### src/rtl/fetch_sequencer_pkg.sv
// Shared types and constants for the fetch sequencer slice.
package fetch_pkg;

  localparam int DEF_PC_W    = 9;
  localparam int DEF_INSTR_W = 32;
  localparam int DEF_CNT_W   = 16;

  // Major opcode of conditional branches (low seven instruction bits).
  localparam logic [6:0] OPC_BRANCH = 7'b1100011;

  typedef enum logic [2:0] {
    IDLE   = 3'd0,
    FETCH  = 3'd1,
    ISSUE  = 3'd2,
    BRWAIT = 3'd3,
    HALTED = 3'd4
  } fetch_state_t;

  // Next-PC source selection.
  typedef enum logic [2:0] {
    PC_HOLD    = 3'd0,
    PC_ZERO    = 3'd1,
    PC_INC     = 3'd2,
    PC_IPC_INC = 3'd3,
    PC_IPC_OFF = 3'd4
  } pc_sel_t;

  // True when the opcode field marks a conditional branch.
  function automatic logic is_branch(input logic [6:0] opc);
    return (opc == OPC_BRANCH);
  endfunction

endpackage

### src/rtl/fetch_sequencer_if.sv
// Memory, issue and branch-resolve signals between the fetcher and its neighbours.
interface fetch_sequencer_if
  import fetch_pkg::*;
#(
  parameter int PC_W    = DEF_PC_W,
  parameter int INSTR_W = DEF_INSTR_W
);
  logic               imem_req;
  logic [PC_W-1:0]    imem_addr;
  logic               imem_ack;
  logic [INSTR_W-1:0] imem_rdata;
  logic               instr_valid;
  logic [INSTR_W-1:0] instr;
  logic [PC_W-1:0]    instr_pc;
  logic               instr_ready;
  logic               br_resolve;
  logic               br_taken;
  logic [PC_W-1:0]    br_offset;

  // Fetcher side.
  modport master (
    output imem_req, imem_addr, instr_valid, instr, instr_pc,
    input  imem_ack, imem_rdata, instr_ready, br_resolve, br_taken, br_offset
  );

  // Memory / execute side.
  modport slave (
    input  imem_req, imem_addr, instr_valid, instr, instr_pc,
    output imem_ack, imem_rdata, instr_ready, br_resolve, br_taken, br_offset
  );
endinterface

### src/rtl/fetch_sequencer_pc_next.sv
// Combinational next-PC select; all sums wrap modulo 2^PC_W.
module fetch_pc_next
  import fetch_pkg::*;
#(
  parameter int PC_W = DEF_PC_W
) (
  input  pc_sel_t         sel_i,
  input  logic [PC_W-1:0] pc_i,
  input  logic [PC_W-1:0] instr_pc_i,
  input  logic [PC_W-1:0] offset_i,
  output logic [PC_W-1:0] pc_next_o
);

  localparam logic [PC_W-1:0] PC_ONE = {{(PC_W-1){1'b0}}, 1'b1};

  // Pick the PC source; offset is two's complement so a plain add handles negatives.
  always_comb begin
    pc_next_o = pc_i;
    case (sel_i)
      PC_HOLD:    pc_next_o = pc_i;
      PC_ZERO:    pc_next_o = {PC_W{1'b0}};
      PC_INC:     pc_next_o = pc_i + PC_ONE;
      PC_IPC_INC: pc_next_o = instr_pc_i + PC_ONE;
      PC_IPC_OFF: pc_next_o = instr_pc_i + offset_i;
      default:    pc_next_o = pc_i;
    endcase
  end

endmodule

### src/rtl/fetch_sequencer.sv
// Fetch controller: owns the PC, sequences single-outstanding imem reads,
// issues each instruction over valid/ready and stalls on branches.
module fetch_sequencer
  import fetch_pkg::*;
#(
  parameter int PC_W    = DEF_PC_W,
  parameter int INSTR_W = DEF_INSTR_W,
  parameter int CNT_W   = DEF_CNT_W
) (
  input  logic               clk,
  input  logic               rst,
  input  logic               start_i,
  input  logic               halt_i,
  fetch_sequencer_if.master  bus,
  output logic               busy_o,
  output logic               halted_o,
  output logic [CNT_W-1:0]   retired_o
);

  localparam logic [CNT_W-1:0] CNT_ONE = {{(CNT_W-1){1'b0}}, 1'b1};
  localparam logic [CNT_W-1:0] CNT_MAX = {CNT_W{1'b1}};

  fetch_state_t       state_q, state_d;
  pc_sel_t            pc_sel_s;
  logic [PC_W-1:0]    pc_q, pc_d;
  logic [INSTR_W-1:0] instr_q, instr_d;
  logic [PC_W-1:0]    instr_pc_q, instr_pc_d;
  logic [CNT_W-1:0]   retired_q, retired_d;
  logic               retire_s;

  // Status outputs are registered copies of the next-state decode.
  logic imem_req_q, instr_valid_q, busy_q, halted_q;

  fetch_pc_next #(.PC_W(PC_W)) u_pc_next (
    .sel_i      (pc_sel_s),
    .pc_i       (pc_q),
    .instr_pc_i (instr_pc_q),
    .offset_i   (bus.br_offset),
    .pc_next_o  (pc_d)
  );

  // Next-state logic; halt outranks every other event while busy.
  always_comb begin
    state_d    = state_q;
    pc_sel_s   = PC_HOLD;
    instr_d    = instr_q;
    instr_pc_d = instr_pc_q;
    retire_s   = 1'b0;
    case (state_q)
      IDLE: begin
        if (start_i) begin
          pc_sel_s = PC_ZERO;
          state_d  = FETCH;
        end else begin
          state_d  = IDLE;
        end
      end
      FETCH: begin
        if (halt_i) begin
          state_d = HALTED;
        end else if (bus.imem_ack) begin
          instr_d    = bus.imem_rdata;
          instr_pc_d = pc_q;
          state_d    = ISSUE;
        end else begin
          state_d = FETCH;
        end
      end
      ISSUE: begin
        if (halt_i) begin
          state_d = HALTED;
        end else if (bus.instr_ready) begin
          retire_s = 1'b1;
          if (is_branch(instr_q[6:0])) begin
            state_d = BRWAIT;
          end else begin
            pc_sel_s = PC_INC;
            state_d  = FETCH;
          end
        end else begin
          state_d = ISSUE;
        end
      end
      BRWAIT: begin
        if (halt_i) begin
          state_d = HALTED;
        end else if (bus.br_resolve) begin
          pc_sel_s = bus.br_taken ? PC_IPC_OFF : PC_IPC_INC;
          state_d  = FETCH;
        end else begin
          state_d = BRWAIT;
        end
      end
      HALTED: begin
        state_d = HALTED;
      end
      default: begin
        state_d = IDLE;
      end
    endcase
  end

  // Saturating retired-instruction count.
  always_comb begin
    if (retire_s && (retired_q != CNT_MAX)) begin
      retired_d = retired_q + CNT_ONE;
    end else begin
      retired_d = retired_q;
    end
  end

  // State, PC, issue buffer, counter and registered status flags.
  always_ff @(posedge clk or posedge rst) begin
    if (rst) begin
      state_q       <= IDLE;
      pc_q          <= {PC_W{1'b0}};
      instr_q       <= {INSTR_W{1'b0}};
      instr_pc_q    <= {PC_W{1'b0}};
      retired_q     <= {CNT_W{1'b0}};
      imem_req_q    <= 1'b0;
      instr_valid_q <= 1'b0;
      busy_q        <= 1'b0;
      halted_q      <= 1'b0;
    end else begin
      state_q       <= state_d;
      pc_q          <= pc_d;
      instr_q       <= instr_d;
      instr_pc_q    <= instr_pc_d;
      retired_q     <= retired_d;
      imem_req_q    <= (state_d == FETCH);
      instr_valid_q <= (state_d == ISSUE);
      busy_q        <= (state_d == FETCH) || (state_d == ISSUE) || (state_d == BRWAIT);
      halted_q      <= (state_d == HALTED);
    end
  end

  assign bus.imem_req    = imem_req_q;
  assign bus.imem_addr   = pc_q;
  assign bus.instr_valid = instr_valid_q;
  assign bus.instr       = instr_q;
  assign bus.instr_pc    = instr_pc_q;
  assign busy_o          = busy_q;
  assign halted_o        = halted_q;
  assign retired_o       = retired_q;

endmodule

### src/flat_wrapper.sv
// flat-port wrapper written by rule: the top's interface ports become plain ports
module fetch_sequencer_flat import fetch_pkg::*;
#(
  parameter int PC_W    = DEF_PC_W,
  parameter int INSTR_W = DEF_INSTR_W,
  parameter int CNT_W   = DEF_CNT_W
)
  (clk, rst, start_i, halt_i, busy_o, halted_o, retired_o, bus_imem_req, bus_imem_addr, bus_instr_valid, bus_instr, bus_instr_pc, bus_imem_ack, bus_imem_rdata, bus_instr_ready, bus_br_resolve, bus_br_taken, bus_br_offset);
  fetch_sequencer_if #(.PC_W(PC_W), .INSTR_W(INSTR_W)) bus_i ();
  input  logic clk;
  input  logic rst;
  input  logic start_i;
  input  logic halt_i;
  output logic busy_o;
  output logic halted_o;
  output logic [CNT_W-1:0] retired_o;
  output wire logic [$bits(bus_i.imem_req)-1:0] bus_imem_req;
  output wire logic [$bits(bus_i.imem_addr)-1:0] bus_imem_addr;
  output wire logic [$bits(bus_i.instr_valid)-1:0] bus_instr_valid;
  output wire logic [$bits(bus_i.instr)-1:0] bus_instr;
  output wire logic [$bits(bus_i.instr_pc)-1:0] bus_instr_pc;
  input wire logic [$bits(bus_i.imem_ack)-1:0] bus_imem_ack;
  input wire logic [$bits(bus_i.imem_rdata)-1:0] bus_imem_rdata;
  input wire logic [$bits(bus_i.instr_ready)-1:0] bus_instr_ready;
  input wire logic [$bits(bus_i.br_resolve)-1:0] bus_br_resolve;
  input wire logic [$bits(bus_i.br_taken)-1:0] bus_br_taken;
  input wire logic [$bits(bus_i.br_offset)-1:0] bus_br_offset;
  assign bus_imem_req = bus_i.imem_req;
  assign bus_imem_addr = bus_i.imem_addr;
  assign bus_instr_valid = bus_i.instr_valid;
  assign bus_instr = bus_i.instr;
  assign bus_instr_pc = bus_i.instr_pc;
  assign bus_i.imem_ack = bus_imem_ack;
  assign bus_i.imem_rdata = bus_imem_rdata;
  assign bus_i.instr_ready = bus_instr_ready;
  assign bus_i.br_resolve = bus_br_resolve;
  assign bus_i.br_taken = bus_br_taken;
  assign bus_i.br_offset = bus_br_offset;
  fetch_sequencer #(.PC_W(PC_W), .INSTR_W(INSTR_W), .CNT_W(CNT_W)) u_core (.clk(clk), .rst(rst), .start_i(start_i), .halt_i(halt_i), .bus(bus_i), .busy_o(busy_o), .halted_o(halted_o), .retired_o(retired_o));
endmodule
### config.mk
export PLATFORM = sky130hd
export DESIGN_NAME = fetch_sequencer_flat
export DESIGN_NICKNAME = d
export VERILOG_FILES = /design/src/rtl/fetch_sequencer_pkg.sv /design/src/rtl/fetch_sequencer_if.sv /design/src/rtl/fetch_sequencer_pc_next.sv /design/src/rtl/fetch_sequencer.sv /design/src/flat_wrapper.sv
export SDC_FILE = /design/constraint.sdc
export NUM_CORES = 1
export LEC_CHECK = 0
export ABC_AREA = 1
export ABC_CLOCK_PERIOD_IN_PS = 2900
export CORE_MARGIN = 3
export CORE_UTILIZATION = 49
export CTS_BUF_LIST = sky130_fd_sc_hd__clkbuf_4 sky130_fd_sc_hd__clkbuf_8
export DETAILED_ROUTE_END_ITERATION = 10
export PLACE_DENSITY = 0.83
export SLEW_MARGIN = 15
export SYNTH_ARGS = -nofsm -noshare
export SYNTH_HDL_FRONTEND = slang
export SYNTH_SLANG_ARGS = --single-unit
### constraint.sdc
create_clock -name clk -period 2.9 [get_ports clk]
set_input_delay 0.58 -clock clk [delete_from_list [all_inputs] [get_ports clk]]
set_output_delay 0.58 -clock clk [all_outputs]
set_load 0.01 [all_outputs]
==> flow_summary_export.csv <==
group,metric,value,unit
outcome,status,"completed",
final_layout,fillers,610,
clock_network,htreeDepth,3,
timing,fin_crit_sh,0.938,
clock_network,cts_tree,"yes",
place,pre_cts_slack,-0.250,ns
synthesis,synth_compound_area_frac,0.0390,
final_layout,ff_latch_area,1830,um2
timing,hold_viol,0,
worst_setup_path,cp.required,3.12,ns
worst_setup_path,slowest_stage,"clkdlybuf4s50_1",
job,cap_violations,0,
clock_network,ctsHoldBuffers,0,
clock_network,root_buffer,"clkbuf_8",
timing,slew_headroom,0.665,
final_layout,antenna_cells,0,
final_layout,layout.cells.non_filler,764,
timing,setup_viol,0,
final_layout,syn_to_final_growth,39.7,%
timing,clock.fmax,0.368,GHz
place,port-buffer-count,118,
synthesis,synth_top_area_share,0.463,
synthesis,yosys.area_share.simple,0.366,
grt,use_met1,0.282,
clock_network,cts.path.max_buffers,2,
final_layout,final_area,5510,um2
die,pin_count,119,
grt,busiest_layer,"met2",
final_layout,multi_input_area,1830,um2
detailed_routing,drt_iter0_drc,235,
place,place_congestion,0.918,
clock_network,clock_latency,0.34,ns
synthesis,synth_adder_area_share,0.0368,
synthesis,synth_cells,529,
detailed_routing,detail_route.vias_per_cell,5.13,
power,irDropWorstVdd,0.551,mV
final_layout,drive_gt1_frac,0.0770,
synthesis,yosys_register_bits,73,
synthesis,synth_edf_count,0,
die,die_width,95.7,um
place,dpl_cell_area,5280,um2
worst_setup_path,cp_cell_sequence,"clkdlybuf4s50_1 -> nand2_1 -> nor2_2 -> and2_2 -> inv_2 -> or2_2 -> ha_1 -> fa_1 -> nand3_1 -> nand2_2 -> or2_2 -> nand3_1 -> nand3_1",
detailed_routing,wl,10200,um
die,core,7770,um2
worst_setup_path,crit_path_end_kind,"flop",
detailed_routing,vias,3918,
detailed_routing,route.detailed.drc,0,
grt,grt_pass1_wl,16600,um
place,dp.cells,748,
clock_network,clkTransAtPathRegs,0.07,ns
timing,final_max_slew_viol_count,0,
worst_setup_path,path_common_cell,"nand3_1",
synthesis,yosys-top-cells-area,"dfrtp_1 46%, nand2_1 21%, nand3_1 6.2%",
synthesis,synthDistinctLibCells,31,
synthesis,synth.area.mux_share,0,
place,dpl.hpwl,7730,um
timing,setup_ws,0.179,ns
grt,grt_max_degree,47,
synthesis,synth_top_family_by_area,"simple AND/OR/NAND/NOR gates",
synthesis,synth_area,3950,um2
hold_path,hp-class,"flop to flop",
clock_network,cts_buffers,9,
synthesis,yosysTopAreaCell,"dfrtp_1",
grt,use_met2,0.379,
power,cellLeakagePower,2.80,nW
die,start_util,0.508,
worst_setup_path,crit_type,"input port to flop",
detailed_routing,first_pass_iters,5,
detailed_routing,wire_per_inst,13.3,um
worst_setup_path,crit_path_start_kind,"input port",
synthesis,yosysWarnings,0,
grt,first_global_vias,3775,
timing,skew,0.00796,ns
die,die_area,9160,um2
die,num_rows,32,
grt,grt_overflow_total,0,
final_layout,final_cell_mix,"217 x nand2_1, 118 x clkdlybuf4s50_1, 73 x dfrtp_1",
grt,met3_usage,0.0665,
final_layout,final_nets,717,
die,die_h,95.7,um
synthesis,postSynth.asyncResetShare,1.00,
timing,rsz0062_at_grt,"false",
synthesis,ys_seq_area_frac,0.463,
synthesis,syn_area_per_cell,7.46,um2
synthesis,synth_xor_area_frac,0.0197,
clock_network,cts.sinks,73,
detailed_routing,ant_nets,0,
worst_setup_path,cpPeakStageDelay,0.48,ns
worst_setup_path,path_max_fanout,5,
worst_setup_path,critPathArrivalTime,2.94,ns
final_layout,layout_commonest_cell,"nand2_1",
timing,period_needed,2.72,ns
synthesis,syn-num-nets,589,
grt,antenna_found_initial,0,
power,power_density,704,nW/um2
synthesis,synth-main-ff-cell,"dfrtp_1",
grt,grt.total_usage,0.231,
timing,worst_pin_slew,0.501,ns
[state kept, by name (all words and copies together) (netlist names)]
register and count:
u_core.bus.instr 32, u_core.retired_o 16, u_core.bus.imem_addr 9, u_core.bus.instr_pc 9
u_core.state_q 3, u_core.bus.imem_req 1, u_core.bus.instr_valid 1, u_core.busy_o 1
u_core.halted_o 1
[kinds of logic (layout without fill, tap and decap cells)]
logic type	Yosys count	in the layout
simple gates	338	338
compound gates	28	28
fa+ha+maj	11	11
buf+inv	71	204
flops	73	73
xor+xnor	8	8
[routing by layer]
| metal | part of all wire | vias to the layer above |
|---|---|---|
| met2 | 0.48 | 158 |
| met5 | 0 | - |
| li1 | - | 1911 |
| met3 | 0.088 | 21 |
| met1 | 0.40 | 1828 |
| met4 | 0.025 | 0 |
[stage by stage]
| stage | power [mW] | setup TNS, ns | hold WS, ns | utilization |
|---|---|---|---|---|
| CTS | 3.91 | 0 | 0.485 | 0.709 |
| global placement | 2.96 | -0.333 | 0.461 | 0.680 |
| floorplan | 2.17 | 0 | 0.515 | - |
| global route | 4.12 | 0 | 0.512 | 0.710 |
| detailed placement | 3.00 | -0.505 | 0.465 | 0.680 |
| finish | 3.88 | 0 | 0.482 | 0.710 |
[report_power, final]
| group | leakage (nW) | total (mW) | switching (mW) | internal (mW) |
|---|---|---|---|---|
| sequential | 0.946 | 1.57 | 0.239 | 1.33 |
| clock | 0.115 | 0.893 | 0.376 | 0.517 |
| combinational | 1.74 | 1.42 | 0.656 | 0.762 |
| total | 2.80 | 3.88 | 1.27 | 2.61 |
[synthesized netlist by cell type, types with 6 or more instances]
| library cell | n |
|---|---|
| nor3_1 | 9 |
| nand2_1 | 218 |
| inv_1 | 55 |
| o21ai_0 | 18 |
| nor2_1 | 35 |
| xor2_1 | 6 |
| ha_1 | 10 |
| nand4_1 | 9 |
| buf_2 | 9 |
| dfrtp_1 | 73 |
| nand3_1 | 49 |
[final cells by class]
| cell class | count | area share |
|---|---|---|
| well taps | 102 | 0.0232 |
| clock inverters | 4 | 0.0141 |
| repair buffers | 129 | 0.232 |
| flip-flops and latches | 73 | 0.331 |
| clock buffers | 12 | 0.0266 |
| inverters | 59 | 0.0409 |
| multi-input cells | 385 | 0.332 |
[final timing paths]
| kind | cells after the start | slack [ns] | start | to |
|---|---|---|---|---|
| min | 2 | 0.48 | u_core.bus.instr[26] | u_core.bus.instr[26] |
| max reg2reg | 12 | 0.30 | u_core.state_q[1] | u_core.bus.imem_addr[4] |
| max | 13 | 0.18 | bus_br_taken | u_core.bus.imem_addr[4] |
| min reg2reg | 2 | 0.48 | u_core.bus.instr[26] | u_core.bus.instr[26] |
| max in group asynchronous | 4 | 1.52 | rst | u_core.bus.instr[11] |
| min in group asynchronous | 2 | 0.58 | rst | u_core.retired_o[13] |
[repair_timing]
| action | CTS | global route |
|---|---|---|
| setup endpoints to repair | 0 | 1 |
| buffers inserted | 0 | 0 |
| endpoints found under the hold margin | 0 | 0 |
| gates resized for setup | 0 | 2 |
[worst max-delay path: cells and delay by family]
kind,cells,cell delay (ns)
simple gates,9,1.24
fa+ha+maj,2,0.60
buf+inv,2,0.52
(Power assumes the default switching activity.)
